===== src/rtl/tcp_rt_timer_engine.sv =====
// tcp_rt_timer_engine: per-flow retransmission timer engine.
// TX path arms/disarms a deadline per flow; a scanner walks all flows against a
// prescaled free-running time base and, on expiry, issues an rt_pend SET update
// to the TCP scheduler.
//
// Optional feature macro: RT_TIMER_STATS_EN
//   adds stat_expiry_cnt / stat_suppressed_cnt saturating counters.
//
// rt_sched_update_cmd is the flat sched_cmd_struct image:
//   [FLOWID_W+5:6] flowid
//   [5:4]          rt_pend_set_clear   (NOP = 2'd0, SET = 2'd1, CLEAR = 2'd2)
//   [3:2]          ack_pend_set_clear
//   [1:0]          data_pend_set_clear
module tcp_rt_timer_engine #(
   parameter int NUM_FLOWS = 16,
   parameter int FLOWID_W  = $clog2(NUM_FLOWS),
   parameter int TIME_W    = 16,
   parameter int TICK_DIV  = 256
) (
   input  logic                clk,
   input  logic                rst_n,
   input  logic                timer_cmd_val,
   input  logic                timer_cmd_arm,
   input  logic [FLOWID_W-1:0] timer_cmd_flowid,
   input  logic [TIME_W-1:0]   timer_cmd_timeout,
   output logic                timer_cmd_rdy,
   output logic                rt_sched_update_val,
   output logic [FLOWID_W+5:0] rt_sched_update_cmd,
   input  logic                sched_rt_update_rdy,
   output logic [TIME_W-1:0]   now_time
`ifdef RT_TIMER_STATS_EN
   ,
   output logic [31:0]         stat_expiry_cnt,
   output logic [31:0]         stat_suppressed_cnt
`endif
);

   localparam int PRESC_W = (TICK_DIV > 1) ? $clog2(TICK_DIV) : 1;
   localparam logic [PRESC_W-1:0] PRESC_MAX = PRESC_W'(TICK_DIV - 1);
   localparam logic [1:0] PEND_NOP = 2'd0;
   localparam logic [1:0] PEND_SET = 2'd1;

   typedef enum logic [1:0] {
      SCAN_RD  = 2'd0,
      SCAN_CHK = 2'd1,
      EMIT     = 2'd2
   } scan_state_t;

   scan_state_t         state;
   logic [PRESC_W-1:0]  presc;
   logic [FLOWID_W-1:0] idx;
   logic [NUM_FLOWS-1:0] armed;
   logic [TIME_W-1:0]   deadline_mem [NUM_FLOWS];

   logic                armed_p0;
   logic [TIME_W-1:0]   deadline_p0;
   logic [FLOWID_W-1:0] flowid_p0;

   logic                cmd_acc;
   logic [TIME_W-1:0]   arm_deadline;
   logic                rd_fwd;
   logic                due_p1;
   logic                cmd_hit_p1;
   logic                expire_p1;

   // Wrap-safe "deadline reached": the signed age now - deadline is non-negative.
   function automatic logic is_due(input logic [TIME_W-1:0] now_t,
                                   input logic [TIME_W-1:0] dl);
      logic signed [TIME_W-1:0] age;
      age = signed'(now_t - dl);
      return ~age[TIME_W-1];
   endfunction

   assign cmd_acc      = timer_cmd_val & timer_cmd_rdy;
   assign arm_deadline = now_time + timer_cmd_timeout;

   // A command landing on the entry being read is forwarded into the latch so the
   // check stage never works on a pre-command copy of that flow.
   assign rd_fwd = cmd_acc & (timer_cmd_flowid == idx);

   // ---- stage p0 -> p1: expiry decision on the latched entry ----
   assign due_p1     = armed_p0 & is_due(now_time, deadline_p0);
   assign cmd_hit_p1 = (state == SCAN_CHK) & cmd_acc & (timer_cmd_flowid == flowid_p0);
   assign expire_p1  = (state == SCAN_CHK) & due_p1 & ~cmd_hit_p1;

   // Command interface is ready one cycle after reset release and stays ready.
   always_ff @(posedge clk or negedge rst_n) begin
      if (!rst_n) timer_cmd_rdy <= 1'b0;
      else        timer_cmd_rdy <= 1'b1;
   end

   // Prescaler and time base; now_time advances once per TICK_DIV cycles.
   always_ff @(posedge clk or negedge rst_n) begin
      if (!rst_n) begin
         presc    <= '0;
         now_time <= '0;
      end else if (presc == PRESC_MAX) begin
         presc    <= '0;
         now_time <= now_time + 1'b1;
      end else begin
         presc    <= presc + 1'b1;
      end
   end

   // Armed bits: scanner clears on expiry, a same-cycle command to the flow wins.
   always_ff @(posedge clk or negedge rst_n) begin
      if (!rst_n) begin
         armed <= '0;
      end else begin
         if (expire_p1) armed[flowid_p0] <= 1'b0;
         if (cmd_acc)   armed[timer_cmd_flowid] <= timer_cmd_arm;
      end
   end

   // Deadline storage, written on every accepted arm (not reset).
   always_ff @(posedge clk) begin
      if (cmd_acc && timer_cmd_arm) deadline_mem[timer_cmd_flowid] <= arm_deadline;
   end

   // ---- stage p0: latch entry[idx] while the scanner is in SCAN_RD ----
   always_ff @(posedge clk) begin
      if (state == SCAN_RD) begin
         flowid_p0 <= idx;
         if (rd_fwd) begin
            armed_p0    <= timer_cmd_arm;
            deadline_p0 <= timer_cmd_arm ? arm_deadline : deadline_mem[idx];
         end else begin
            armed_p0    <= armed[idx];
            deadline_p0 <= deadline_mem[idx];
         end
      end
   end

   // Scanner FSM: read, check, and hold the expiry command until accepted.
   always_ff @(posedge clk or negedge rst_n) begin
      if (!rst_n) begin
         state               <= SCAN_RD;
         idx                 <= '0;
         rt_sched_update_val <= 1'b0;
      end else begin
         unique case (state)
            SCAN_RD: begin
               state <= SCAN_CHK;
            end
            SCAN_CHK: begin
               if (expire_p1) begin
                  rt_sched_update_val <= 1'b1;
                  state               <= EMIT;
               end else begin
                  idx   <= idx + 1'b1;
                  state <= SCAN_RD;
               end
            end
            EMIT: begin
               if (sched_rt_update_rdy) begin
                  rt_sched_update_val <= 1'b0;
                  idx                 <= idx + 1'b1;
                  state               <= SCAN_RD;
               end
            end
            default: begin
               rt_sched_update_val <= 1'b0;
               state               <= SCAN_RD;
            end
         endcase
      end
   end

   // flowid_p0 only changes in SCAN_RD, so the command is stable through EMIT.
   assign rt_sched_update_cmd = {flowid_p0, PEND_SET, PEND_NOP, PEND_NOP};

`ifdef RT_TIMER_STATS_EN
   function automatic logic [31:0] sat_inc(input logic [31:0] c);
      return (c == 32'hFFFF_FFFF) ? c : c + 32'd1;
   endfunction

   // Saturating counters: completed expiries and expiries suppressed by a command.
   always_ff @(posedge clk or negedge rst_n) begin
      if (!rst_n) begin
         stat_expiry_cnt     <= '0;
         stat_suppressed_cnt <= '0;
      end else begin
         if (rt_sched_update_val && sched_rt_update_rdy)
            stat_expiry_cnt <= sat_inc(stat_expiry_cnt);
         if (cmd_hit_p1 && due_p1)
            stat_suppressed_cnt <= sat_inc(stat_suppressed_cnt);
      end
   end
`endif

endmodule


===== config.mk =====
export PLATFORM = sky130hd
export DESIGN_NAME = tcp_rt_timer_engine
export DESIGN_NICKNAME = d
export VERILOG_FILES = /design/src/rtl/tcp_rt_timer_engine.sv
export SDC_FILE = /design/constraint.sdc
export NUM_CORES = 1
export LEC_CHECK = 0
export BUFFER_PORTS_ARGS = -buffer_cell sky130_fd_sc_hd__buf_2
export CAP_MARGIN = 20
export CELL_PAD_IN_SITES_DETAIL_PLACEMENT = 0
export CELL_PAD_IN_SITES_GLOBAL_PLACEMENT = 1
export CORE_MARGIN = 4
export CORE_UTILIZATION = 50
export CTS_BUF_LIST = sky130_fd_sc_hd__clkbuf_4 sky130_fd_sc_hd__clkbuf_8
export DETAILED_ROUTE_END_ITERATION = 8
export HOLD_SLACK_MARGIN = 0.02
export PLACE_DENSITY = 0.9
export SLEW_MARGIN = 20
export SYNTH_ARGS = -nofsm -noshare
export SYNTH_HDL_FRONTEND = slang
export SYNTH_SLANG_ARGS = --single-unit
export TNS_END_PERCENT = 50

===== constraint.sdc =====
create_clock -name clk -period 2.7 [get_ports clk]
set_input_delay 0.135 -clock clk [delete_from_list [all_inputs] [get_ports clk]]
set_output_delay 0.135 -clock clk [all_outputs]
set_load 0.1 [all_outputs]

==> results.cfg <==
[critical_path]
critPathMaxStageDelay_ps = 510
startpoint_type = register
crit_slowest_cell = dfrtp_4
crit_path_end_kind = register
crit_chain = ha_1 > a21oi_1 > o21a_1 > o21ai_1 > a311oi_2 > mux2i_2 > buf_6 > nand4_1 > xnor2_1
crit_family = compound AO/OA/AOI/OAI gates
worstSetupPathType = register to register
crit_arrival_ps = 2990
cp.required_ps = 3130
crit_buf_inv = 1
crit_fanout = 20

[flow_run]
drv_cap = 0

[routing]
vias = 7929
drc = 0
routed_wl_um = 30150
drtIter0Drc = 774
post_drt_wl_per_cell_um = 22.02
ant_nets = 0
vias_per_cell = 5.792
drtPass1Iterations = 5

[synth]
yosysWarnings = 0
yosys.cell_types.count = 56
synth_ff_type = edfxtp_1
synthTopCellsByArea = edfxtp_1, mux4_2, dfrtp_1, ha_1, xnor2_1
syn_avg_cell_area_um2 = 16.78
yosys.area.top_type = edfxtp_1
async_flop_share_pct = 14.77
synth_edf_count = 277
synth_cells = 841
seq_area_frac_synth_pct = 67.47
synth.ff_latch_count = 325
netlist.area_leader.share_pct = 58.96
netlist_area_um2 = 14110

[global_routing]
gr-usage-all-layers_pct = 19.77
use_met1_pct = 27.98
met3_usage_pct = 3.919
grt_use_met2_pct = 32.16
busiest_layer = met2
grt_pass1_wl_um = 46780
grt_overflow_total = 0
grt_max_degree = 40
grt_pass1_vias = 7958
antenna_found_initial = 0

[cells_and_area]
syn2layout_area_growth_pct = 15.22
antenna_cells = 0
final_core_util_pct = 58.51
finalNonFillerCells = 1369
nFillCells = 2041
design_area_um2 = 16260
drive_gt1_share_pct = 31.99
nets = 1009

[floorplan]
die_width_um = 176.0
die_h_um = 176.0
start_util_pct = 50.78
die_area_um2 = 30970
core_um2 = 27780
io_pins = 53
core.rowCount = 61

[power_and_ir_drop]
p_seq_share_pct = 42.8
p_switching_uw = 4369
combPwrFrac_pct = 29.2
sw_frac_of_total_pct = 30.13
p_int_uw = 10130
clockPowerShare_pct = 28.0
finalPower_uw = 14500
powerDensity_nw_per_um2 = 892.0
vdd_drop_max_uv = 619.8
p_leak_uw = 0.005926

[clocking]
cts-buffers-inserted = 49
htree_levels = 2
clk_pin_slew_ps = 60
clockBufferDepth = 3
clock-root-buffer = clkbuf_8
cts_tree = yes
post_cts_buffers = 0
clkSinkCount = 325
clkLatencyLatePin_ps = 580

[timing]
relSlewSlack_pct = 40.56
hold_viol = 0
timing.final.max_slew_violations = 0
max_slew.worst_pin.slew_ps = 891.6
clock-skew-final_ps = 29.82
fmax_mhz = 390.1
fin_crit_ps = 2563
min_period_over_period_pct = 94.94
setup_viol = 0

[placed_design]
placed_cell_area_um2 = 15190
dp.cells = 1276
dpl.hpwl_um = 18700
port_buffers = 46
gp_congestion = 0.8135

[min_path]
hold_path_class = input port to register

[run_status]
status = finished clean
cells in the mapped netlist (2+ instances only):
| library cell | count |
|---|---|
| nand4_1 | 14 |
| nand3b_1 | 4 |
| o22ai_1 | 16 |
| nor2_1 | 45 |
| a221oi_2 | 2 |
| xnor2_1 | 30 |
| and2_1 | 2 |
| a21oi_1 | 16 |
| o21ai_0 | 26 |
| a22oi_1 | 2 |
| a221oi_1 | 6 |
| o21ai_1 | 4 |
| buf_4 | 9 |
| nor3b_1 | 2 |
| o21bai_1 | 2 |
| conb_1 | 2 |
| a21o_1 | 13 |
| a21oi_2 | 2 |
| nand3_1 | 15 |
| a31oi_1 | 2 |
| buf_1 | 3 |
| and3_1 | 5 |
| nor4_1 | 7 |
| edfxtp_1 | 277 |
| nor3_1 | 14 |
| ha_1 | 32 |
| buf_2 | 8 |
| mux2_2 | 11 |
| nand2b_1 | 9 |
| mux2i_1 | 15 |
| clkbuf_1 | 20 |
| buf_6 | 4 |
| o221ai_1 | 2 |
| mux4_2 | 74 |
| dfrtp_1 | 48 |
| o21a_1 | 3 |
| or3_1 | 2 |
| nor2b_1 | 6 |
| inv_1 | 23 |
| nand2_1 | 33 |
| xor2_1 | 16 |
kinds of logic after synthesis:
logic type               synth area share (%)
multiplexers                            13.83
AND/OR/NAND/NOR                         5.614
other                                 0.05323
adder cells (fa/ha/maj)                 2.980
AO/OA/AOI/OAI                           4.824
buffers and inverters                   2.368
flip-flops                              67.47
XOR/XNOR                                2.856
cells in the final DEF, fill, tap and decap left out, drive strengths merged, types with 18 or more instances in the layout:
cell type  instances
inv               26
xnor2             30
buf               97
mux4              74
ha                32
o21ai             30
dfrtp             48
nand2             33
clkbuf            71
edfxtp           277
a21oi             18
nor2              45
cell type report:
class	instances	area [um^2]	share of cell area (%)
repair buffers	99	699.4	4.303
multi-input cells	452	4422	27.20
clock inverters	20	161.4	0.9929
inverters	24	90.09	0.5542
flip-flops and latches	325	9564	58.84
clock buffers	71	845.8	5.203
well taps	378	473.0	2.909
path summary, 6_finish.rpt:
path	startpoint	to	slack [ps]	cells after the start
hold reg to reg	rt_sched_update_val$_DFFE_PN0P_	rt_sched_update_val$_DFFE_PN0P_	480	2
setup reg to reg	now_time[6]$_DFFE_PN0N_	idx[3]$_DFFE_PN0P_	140	9
max in group asynchronous	rst_n	armed[5]$_DFF_PN0_	1800	3
setup / recovery	now_time[6]$_DFFE_PN0N_	idx[3]$_DFFE_PN0P_	140	9
hold / removal	timer_cmd_flowid[0]	armed[11]$_DFF_PN0_	130	4
min in group asynchronous	rst_n	now_time[9]$_DFFE_PN0N_	220	2
power groups by stage:
stage / clock network (uW) / logic (uW) / registers, uW
2_1_floorplan: 0 / 3030 / 6420
3_3_place_gp: 0 / 4150 / 6290
3_5_place_dp: 0 / 4230 / 6310
4_1_cts: 4120 / 4250 / 6210
5_1_grt: 4390 / 4580 / 6250
6_report: 4060 / 4230 / 6210
metrics by stage:
stage          TNS [ps]  hold slack [ps]  setup slack [ps]
2_1_floorplan     -4655           -160.6            -93.98
3_3_place_gp          0            302.3             119.7
3_5_place_dp          0            309.4             64.56
4_1_cts               0            110.8             34.91
5_1_grt          -143.1            140.2            -13.33
6_report              0            130.7             136.8
state kept, by name, indices dropped and copies added (netlist names):
signal and count:
timer_cmd_rdy 1, armed 16, idx 4, armed_p0 1
state 2, rt_sched_update_val 1, presc 8, flowid_p0 4
now_time 16, deadline_p0 16, deadline_mem 256
layer usage:
metal	vias up	part of all wire (%)
met5	-	0
met4	0	2.1
met3	53	7.5
met2	321	49
met1	4025	41
li1	3530	-
worst reg2reg max path, delay by kind of cell (launching register included):
kind / cells / cell delay, ps
AOI/OAI and AO/OA: 4 / 740
DFF: 1 / 510
adders and majority gates: 1 / 340
muxes: 1 / 310
buffers and inverters: 1 / 220
xor gates and xnor gates: 1 / 150
and+or+nand+nor: 1 / 130
repair_timing:
action	4_1_cts	5_1_grt
hold buffers	2	0
setup endpoints to repair	0	31
endpoints found under the hold margin	40	0
resized for setup	0	6
Power figures use the tool's default switching activity.
